==> config.mk <==
export PLATFORM = sky130hd
export DESIGN_NAME = mdu_seq
export DESIGN_NICKNAME = d
export VERILOG_FILES = /design/src/rtl/mdu_seq.sv
export SDC_FILE = /design/constraint.sdc
export NUM_CORES = 1
export LEC_CHECK = 0
export ABC_AREA = 1
export CAP_MARGIN = 0
export CORE_ASPECT_RATIO = 0.7
export CORE_UTILIZATION = 40
export CTS_CLUSTER_DIAMETER = 30
export DETAILED_ROUTE_END_ITERATION = 16
export HOLD_SLACK_MARGIN = 0.02
export PLACE_DENSITY_LB_ADDON = 0.3
export SYNTH_ARGS = -nofsm -noshare
export SYNTH_HDL_FRONTEND = slang
export SYNTH_SLANG_ARGS = --single-unit
==> constraint.sdc <==
create_clock -name clk -period 7.84 [get_ports clk]
set_input_delay 1.568 -clock clk [delete_from_list [all_inputs] [get_ports clk]]
set_output_delay 1.568 -clock clk [all_outputs]
set_load 0.01 [all_outputs]
==> src/rtl/mdu_seq.sv <==
// Sequential RISC-V M-extension multiply/divide unit.
// Multiplies with a 32-step radix-2 shift-add. Divides with a 32-step restoring divider.
// Divide-by-zero and signed overflow are resolved in one cycle.
//
// Ports:
//   clk          - clock, rising edge
//   rst_n        - asynchronous active-low reset
//   i_start      - valid M-type op in EX, held high by the stalled pipeline until done
//   i_func3      - 0 MUL, 1 MULH, 2 MULHSU, 3 MULHU, 4 DIV, 5 DIVU, 6 REM, 7 REMU
//   i_rs1_data   - operand A (multiplicand / dividend)
//   i_rs2_data   - operand B (multiplier / divisor)
//   i_flush      - abort the operation in EX
//   o_stall      - freeze IF/ID/EX while the operation is incomplete
//   o_busy       - FSM not idle
//   o_done       - one-cycle strobe, o_result valid
//   o_result     - M-extension result
module mdu_seq (
  input  logic        clk,
  input  logic        rst_n,
  input  logic        i_start,
  input  logic [2:0]  i_func3,
  input  logic [31:0] i_rs1_data,
  input  logic [31:0] i_rs2_data,
  input  logic        i_flush,
  output logic        o_stall,
  output logic        o_busy,
  output logic        o_done,
  output logic [31:0] o_result
);

  typedef enum logic [1:0] {StIdle, StCalc, StDone} state_e;

  localparam logic [2:0] F3Mul    = 3'd0;
  localparam logic [2:0] F3Mulh   = 3'd1;
  localparam logic [2:0] F3Mulhsu = 3'd2;
  localparam logic [2:0] F3Mulhu  = 3'd3;
  localparam logic [2:0] F3Div    = 3'd4;
  localparam logic [2:0] F3Divu   = 3'd5;
  localparam logic [2:0] F3Rem    = 3'd6;
  localparam logic [2:0] F3Remu   = 3'd7;

  state_e      r_state, w_state_n;
  logic [2:0]  r_func3;
  logic [4:0]  r_cnt;
  // Mul: r_hi:r_lo is the product accumulator, r_lo starts as the multiplier.
  // Div: r_hi is the partial remainder, r_lo shifts dividend out and quotient in.
  logic [31:0] r_hi;
  logic [31:0] r_lo;
  logic [31:0] r_opb;    // multiplicand magnitude or divisor magnitude
  logic        r_neg_q;  // negate product / quotient
  logic        r_neg_r;  // negate remainder
  logic [31:0] r_result;

  // Operand decode at issue
  logic        w_a_signed, w_b_signed, w_a_neg, w_b_neg;
  logic [31:0] w_a_mag, w_b_mag;
  logic        w_is_div, w_div0, w_ovf, w_special;
  logic [31:0] w_special_res;
  logic        w_launch;

  assign w_a_signed = (i_func3 == F3Mulh) || (i_func3 == F3Mulhsu) ||
                      (i_func3 == F3Div)  || (i_func3 == F3Rem);
  assign w_b_signed = (i_func3 == F3Mulh) || (i_func3 == F3Div) || (i_func3 == F3Rem);
  assign w_a_neg    = w_a_signed & i_rs1_data[31];
  assign w_b_neg    = w_b_signed & i_rs2_data[31];
  // 0x80000000 negates to itself, which is its correct unsigned magnitude
  assign w_a_mag    = w_a_neg ? (32'd0 - i_rs1_data) : i_rs1_data;
  assign w_b_mag    = w_b_neg ? (32'd0 - i_rs2_data) : i_rs2_data;

  assign w_is_div   = i_func3[2];
  assign w_div0     = w_is_div & (i_rs2_data == 32'd0);
  assign w_ovf      = ((i_func3 == F3Div) || (i_func3 == F3Rem)) &&
                      (i_rs1_data == 32'h8000_0000) && (i_rs2_data == 32'hFFFF_FFFF);
  assign w_special  = w_div0 | w_ovf;

  // func3[1] selects the remainder flavour among the divide ops
  always_comb begin
    w_special_res = 32'd0;
    if (w_div0) begin
      w_special_res = i_func3[1] ? i_rs1_data : 32'hFFFF_FFFF;
    end else if (w_ovf) begin
      w_special_res = i_func3[1] ? 32'd0 : 32'h8000_0000;
    end
  end

  assign w_launch = (r_state == StIdle) & i_start & ~i_flush;

  // One iteration step
  logic        w_op_div;
  logic [32:0] w_add;
  logic [32:0] w_shift;
  logic [32:0] w_diff;
  logic [31:0] w_hi_n, w_lo_n;

  assign w_op_div = r_func3[2];
  assign w_add    = {1'b0, r_hi} + {1'b0, r_opb};
  assign w_shift  = {r_hi, r_lo[31]};
  assign w_diff   = w_shift - {1'b0, r_opb};

  always_comb begin
    w_hi_n = r_hi;
    w_lo_n = r_lo;
    if (w_op_div) begin
      if (!w_diff[32]) begin
        w_hi_n = w_diff[31:0];
        w_lo_n = {r_lo[30:0], 1'b1};
      end else begin
        w_hi_n = w_shift[31:0];
        w_lo_n = {r_lo[30:0], 1'b0};
      end
    end else if (r_lo[0]) begin
      {w_hi_n, w_lo_n} = {w_add, r_lo[31:1]};
    end else begin
      {w_hi_n, w_lo_n} = {1'b0, r_hi, r_lo[31:1]};
    end
  end

  // Final sign fix-up and result select, evaluated on the last step
  logic [63:0] w_prod, w_prod_s;
  logic [31:0] w_quo, w_rem, w_final;

  assign w_prod   = {w_hi_n, w_lo_n};
  assign w_prod_s = r_neg_q ? (64'd0 - w_prod) : w_prod;
  assign w_quo    = r_neg_q ? (32'd0 - w_lo_n) : w_lo_n;
  assign w_rem    = r_neg_r ? (32'd0 - w_hi_n) : w_hi_n;

  always_comb begin
    w_final = 32'd0;
    unique case (r_func3)
      F3Mul:                    w_final = w_prod_s[31:0];
      F3Mulh, F3Mulhsu, F3Mulhu: w_final = w_prod_s[63:32];
      F3Div, F3Divu:            w_final = w_quo;
      F3Rem, F3Remu:            w_final = w_rem;
      default:                  w_final = 32'd0;
    endcase
  end

  // Next state and outputs
  always_comb begin
    w_state_n = r_state;
    o_done    = 1'b0;
    unique case (r_state)
      StIdle: begin
        if (w_launch) w_state_n = w_special ? StDone : StCalc;
      end
      StCalc: begin
        if (r_cnt == 5'd31) w_state_n = StDone;
      end
      StDone: begin
        o_done    = ~i_flush;
        w_state_n = StIdle;
      end
      default: w_state_n = StIdle;
    endcase
    if (i_flush) w_state_n = StIdle;
  end

  assign o_stall  = w_launch | (r_state == StCalc);
  assign o_busy   = (r_state != StIdle);
  assign o_result = r_result;

  always_ff @(posedge clk or negedge rst_n) begin
    if (!rst_n) begin
      r_state  <= StIdle;
      r_func3  <= 3'd0;
      r_cnt    <= 5'd0;
      r_hi     <= 32'd0;
      r_lo     <= 32'd0;
      r_opb    <= 32'd0;
      r_neg_q  <= 1'b0;
      r_neg_r  <= 1'b0;
      r_result <= 32'd0;
    end else begin
      r_state <= w_state_n;
      if (w_launch) begin
        r_func3 <= i_func3;
        r_cnt   <= 5'd0;
        r_hi    <= 32'd0;
        r_lo    <= w_is_div ? w_a_mag : w_b_mag;
        r_opb   <= w_is_div ? w_b_mag : w_a_mag;
        r_neg_q <= w_a_neg ^ w_b_neg;
        r_neg_r <= w_a_neg;
        if (w_special) r_result <= w_special_res;
      end else if ((r_state == StCalc) && !i_flush) begin
        r_cnt <= r_cnt + 5'd1;
        r_hi  <= w_hi_n;
        r_lo  <= w_lo_n;
        if (r_cnt == 5'd31) r_result <= w_final;
      end
    end
  end

endmodule

After elaboration in Yosys (flattened, before gate mapping)
Cells that the tools add are included.
W data, S select, Z words.

storage, ports and cells
  register bits after elaboration = 140
  input bits = 71
  output and inout port bits = 35
  word-level logic and storage cells = 100

operators by class
  $add $sub $neg = 8
  equality and inequality tests = 19
  mux-type cells = 34
  bitwise logic cells = 9
  reduce and logical (&&, ||, !) cells = 21

operators by type and width
  kind                     count
  $mux W32                 23
  $pmux W32 S4             1
  $sub A1 B32 Y32 const A  4
  $eq A32 B32 Y1 const B   2
  $mux W64                 1
  $sub A1 B64 Y64 const A  1
  $add A32 B32 Y33         1
  $sub A33 B32 Y33         1
  $logic_not A32 Y1        1
  $eq A3 B3 Y1 const B     6
  $mux W5                  2
  $eq A3 B2 Y1 const B     3
  $mux W2                  4
  $eq A3 B1 Y1 const B     2
  $logic_or A1 B1 Y1       6
  $ne A3 B3 Y1 const B     2
  $reduce_bool A2 Y1       3
  $add A5 B1 Y5 const B    1
  $and A1 B1 Y1            5
  $eq A5 B5 Y1 const B     1
  $pmux W2 S2              1
  $reduce_or A2 Y1         2
  $logic_and A1 B1 Y1      3
  $logic_not A3 Y1         1
  12 further kinds         14

Longest topological paths before layout
  depth after elaboration = 9
  gate-level depth with buffers = 35
  gate-level depth less buffers = 34

Worst setup path after synthesis
OpenSTA, ideal clock, no wires.

  path type = in2out
  start point = input i_flush
  end point = output o_stall
  arrival = 2.611 ns
  required time = 6.272 ns
  slack = 3.661 ns
  stages on the path = 6
  buffers on the path = 3
  path through = nor2_1 -> nand3_1 -> clkbuf_1 -> clkbuf_1 -> clkbuf_1 -> nand2_1

on the way
  cells in the longest elaborated chain, start to end = 3

ends and longest elaborated chain
  item             RTL line  text
  start, declared  24        input logic i_flush,
  $not A1 Y1       86        assign w_launch = (r_state == StIdle) & i_start & ~i_flush;
  $and A1 B1 Y1    86
  $or A1 B1 Y1     158       assign o_stall = w_launch | (r_state == StCalc);
  end, declared    25        output logic o_stall,

No other way between the ends.

Worst setup path in the final report
  start point = register r_lo[31]
  end point = register r_result[18] (netlist: o_result[18])

on the way
  cells in the longest elaborated chain, start to end = 9
  elaborated cells on any way between the ends = 16
  those cells by class = add/sub (4); mux (12)

ends and longest elaborated chain
  item                                     RTL line  text
  start, declared                          48        logic [31:0] r_lo;
  start signal, assigned                   179       r_lo <= w_is_div ? w_a_mag : w_b_mag;
  start signal, assigned                   187       r_lo <= w_lo_n;
  $sub A33 B32 Y33                         98        assign w_diff = w_shift - {1'b0, r_opb};
  $mux W1 or $mux W32 (tied branches)      104       if (!w_diff[32]) begin
  $mux W32                                 103       if (w_op_div) begin
  $sub A1 B64 Y64 (tied with other cells)  123       assign w_prod_s = r_neg_q ? (64'd0 - w_prod) : w_prod;
  $mux W64 (tied with other cells)         123
  $pmux W32 S4 (*)                         129       unique case (r_func3)
  $mux W32 (*)                             188       if (r_cnt == 5'd31) r_result <= w_final;
  $mux W32 (*)                             184       end else if ((r_state == StCalc) && !i_flush) begin
  $mux W32 (*)                             175       if (w_launch) begin
  end signal, assigned                     183       if (w_special) r_result <= w_special_res;
  end signal, assigned                     188
  end, declared                            52        logic [31:0] r_result;

Every way passes the cells marked *; elsewhere a longest branch is shown, timed or not. The select of a mux whose other input is x is not followed.
A chain may end at the register's enable or synchronous reset.

==> summary by stage <==
STA
The number of max-slew violations in the final report is 0. Setup violations remaining at the end of the flow were counted as 0. The final clock skew is 0.0178 ns.

The final hold violation count is 0. After routing, the total negative slack on setup checks comes to 0 ns. Derived from the worst setup path, the maximum achievable clock frequency is 0.182 GHz. The transition time at the pin with the least slew margin is 1.41 ns. Setup repair after global routing left no endpoint under its margin. The final hold slack is 0.488 ns. In the finished design, the share of the clock period the worst path needs comes to 0.702. The worst pin sits at a relative slew slack of 0.0522. The setup slack of the critical path after layout is 2.34 ns. Subtracting the final worst setup slack from the clock period gives 5.50 ns.

Yosys
Dividing the synthesized area by the synthesized cell count gives 5.78 µm². The most used flip-flop cell after synthesis is dfrtp_1. Of the total synthesized cell area, the portion taken by AND, OR, NAND and NOR gates is 0.398. The post-synthesis adder-cell area fraction is 0.0510. Of the synthesized area, sequential elements account for 0.192. The number of flops mapped to enable cells by yosys is 0.

The synthesized net count is 3297. The largest family of logic cells by synthesized area is simple AND/OR/NAND/NOR gates. After synthesis the cells add up to 18200 µm². Of all flip-flops after synthesis, the portion carrying an async set or reset was 1.00.

The xor and xnor fraction of the mapped netlist area is 0.0538. The fraction of the mapped netlist area in compound gates is 0.171. Counting flops and latches in the post-synthesis netlist gives 140. Counting every instance in the synthesized netlist gives 3153. The Yosys step of the flow raised 0 warnings. The multiplexer fraction of the synthesized cell area is 0.00165. The distinct cell type count after synthesis is 66.

Global routing
The number of global-route vias before repair is 19100. The initial antenna violation count is 2. The first-pass GRT wire length is 123 mm.

In the global route stage, overall resource usage came out at 0.351. The aggregate global routing overflow is 0. Entering global routing, the biggest net connects 81 pins.

Worst setup path
In this design, the stage delay of the slowest critical-path cell is 0.42 ns. Counting stages on the worst path, the most repeated cell is nand2_1. In this run the worst path has a maximum fanout of 11.

The endpoint kind of the worst setup timing path is a register. The critical path launch point type is a register. At the worst endpoint, the arrival time is 5.85 ns. The slowest library cell on the worst path is fa_1. The family with the most delay on the worst path is simple AND/OR/NAND/NOR gates. The critical path buffer and inverter count is 3. The required time of the critical path is 8.18 ns. The worst setup path is of the register to register kind.

Floorplan
From left edge to right edge, the die measures 257 µm. The overall die height is 181 µm. The floorplan has 65 rows. The initial core utilization is 0.405.

The core area is 45000 µm². The die covers 46400 µm². The top-level I/O count is 106.

Drt
Dividing the detail-routed wire length by the instance count gives 21.8 µm. The initial detailed-routing violation count is 3947. The count of nets left with antenna violations once routing finished came out at 0.

After detailed routing, the number of vias per cell comes to 5.79. The routed layout has 22100 vias. The first TritonRoute pass finished after 7 iterations. The routed wire length is 82.9 mm. The detailed-route DRC error count is 0.

Outcome
The run finished with clean final reports.

Final layout
The layout overhead on the synthesized area is 11.6%. In the layout the commonest cells are nand2_1, inv_1, nor2_1, nand3_1, o21ai_0. Leaving out fill and tap cells, the most frequent cell in the layout is nand2_1.

The net count of the finished layout is 3336. In the final layout, the share of cells above drive strength 1 is 0.0583. The layout filler cell count is 4850.

Clocking
The clock tree from TritonCTS is done. The clock latency at the later pin of the worst-skew pair is 0.47 ns. The H-tree generated during clock tree synthesis spans 4 levels.

The number of hold buffers added after CTS was 0. The longest clock path from root to sink contains 2 buffers. The buffers inserted during post-CTS setup optimization is 0. After clock tree synthesis, the clock-pin slew on the worst setup and hold paths is 0.07 ns. The root buffer cell is clkbuf_16.

The number of buffers added by the clock tree synthesis step is 17. The number of sinks handled by clock tree synthesis is 140. Post-CTS repair changed the size of 0 cells.

Placement
The final weighted congestion in routability-driven placement is 1.15. The total of buffers placed on input and output ports is 105. The post-placement setup slack is 2.49 ns.

The HPWL after detailed placement is 66.8 mm.

Worst hold path
In this run the worst hold path is classified as register to register.

Pwr
Dividing total power by cell area gives a power density of 437 nW/µm². In this run the static leakage power is 0.0106 µW. The worst-case IR drop observed on VDD is 214 µV.

Run
The tool flagged a number of max-cap violations equal to 0.
## metal layers
metal  part of all wire  up-vias  track usage
met3               0.19      156        0.176
met5            0.00027        -            0
met1               0.44    10100        0.532
li1                   -    10200            -
met2               0.35     1653        0.424
met4              0.022        4       0.0733
## cell type report
type | instances | area (µm²) | share of cell area
Inverter | 512 | 1920 | 0.0945
Multi-Input combinational cell | 2396 | 12300 | 0.606
Sequential cell | 140 | 3510 | 0.172
Timing Repair Buffer | 125 | 1200 | 0.0591
Antenna cell | 1 | 2.50 | 0.000123
Tap cell | 603 | 754 | 0.0371
Clock inverter | 13 | 176 | 0.00867
Clock buffer | 19 | 453 | 0.0223
## power breakdown
group          total [µW]  leakage (µW)  switching (µW)  internal (µW)
sequential           1180       0.00178             288            897
combinational        6790       0.00851            4950           1830
clock                 920      0.000311             394            526
## through the flow
| stage | util | cells | instance area [µm²] | power, µW |
|---|---|---|---|---|
| 5_1_grt | 0.452 | 3808 | 20300 | 9400 |
| 3_3_place_gp | 0.438 | 3776 | 19700 | 7540 |
| 4_1_cts | 0.452 | 3808 | 20300 | 8470 |
| 6_report | 0.452 | 3809 | 20300 | 8890 |
| 3_5_place_dp | 0.438 | 3776 | 19700 | 7540 |
| 2_1_floorplan | - | 3153 | 18200 | 5520 |
## state kept, by name, indices dropped and copies added, names as in the netlist
signal / count
o_result: 32
r_cnt: 5
r_func3: 3
r_hi: 32
r_lo: 32
r_neg_q: 1
r_neg_r: 1
r_opb: 32
r_state: 2
## path summary, 6_finish.rpt
kind,from,to,slack [ns],cells past startpoint
min,o_result[19],o_result[19],0.49,2
max,r_lo[31],o_result[18],2.34,32
max in group asynchronous,rst_n,r_func3[2],5.19,2
min in group asynchronous,rst_n,r_hi[27],1.13,1
max reg2reg,r_lo[31],o_result[18],2.34,32
min reg2reg,o_result[19],o_result[19],0.49,2
## Yosys cell counts, types with 4 or more instances
library cell,instances,area (µm²)
clkbuf_1,70,263
a2bb2oi_1,4,35.0
o21bai_1,11,82.6
nor4_1,6,37.5
nand2_1,956,3590
dfrtp_1,140,3500
nand4_1,42,263
xor2_1,88,771
o221ai_1,28,245
nand3_2,8,80.1
o31ai_1,13,97.6
o21ai_0,182,911
nand3b_1,14,105
buf_6,5,56.3
inv_2,7,26.3
o21ai_2,8,70.1
buf_1,8,30.0
o21ai_1,8,40.0
a21boi_1,8,60.1
or2_2,24,150
xnor2_1,24,210
nor2_2,25,156
nor2_1,291,1090
a31oi_1,11,68.8
nand3_1,237,1190
ha_1,71,888
nor3_1,30,150
o211ai_1,31,233
and2_1,7,43.8
inv_1,502,1880
a21oi_1,138,691
a21oi_2,6,52.6
nand2_4,7,78.8
a22oi_1,13,97.6
nand2_2,30,188
buf_2,19,95.1
o22ai_1,34,213
## worst reg2reg max path: cells and delay by family (launching register included)
kind / cells / cell delay, ns
AOI/OAI and AO/OA: 3 / 0.59
xor gates and xnor gates: 1 / 0.19
adders and majority gates: 3 / 0.80
buffers and inverters: 3 / 0.32
DFF: 1 / 0.39
and+or+nand+nor: 22 / 3.10
## logic make-up (layout without fill, tap and decap cells)
kind of cell	after synthesis	in the layout
AND/OR/NAND/NOR	1690	1690
buffers and inverters	617	669
AO/OA/AOI/OAI	518	518
flip-flops	140	140
XOR/XNOR	112	112
adder cells (fa/ha/maj)	73	73
multiplexers	3	3
other	0	1
Note: power is estimated with default switching activity, not from simulation.
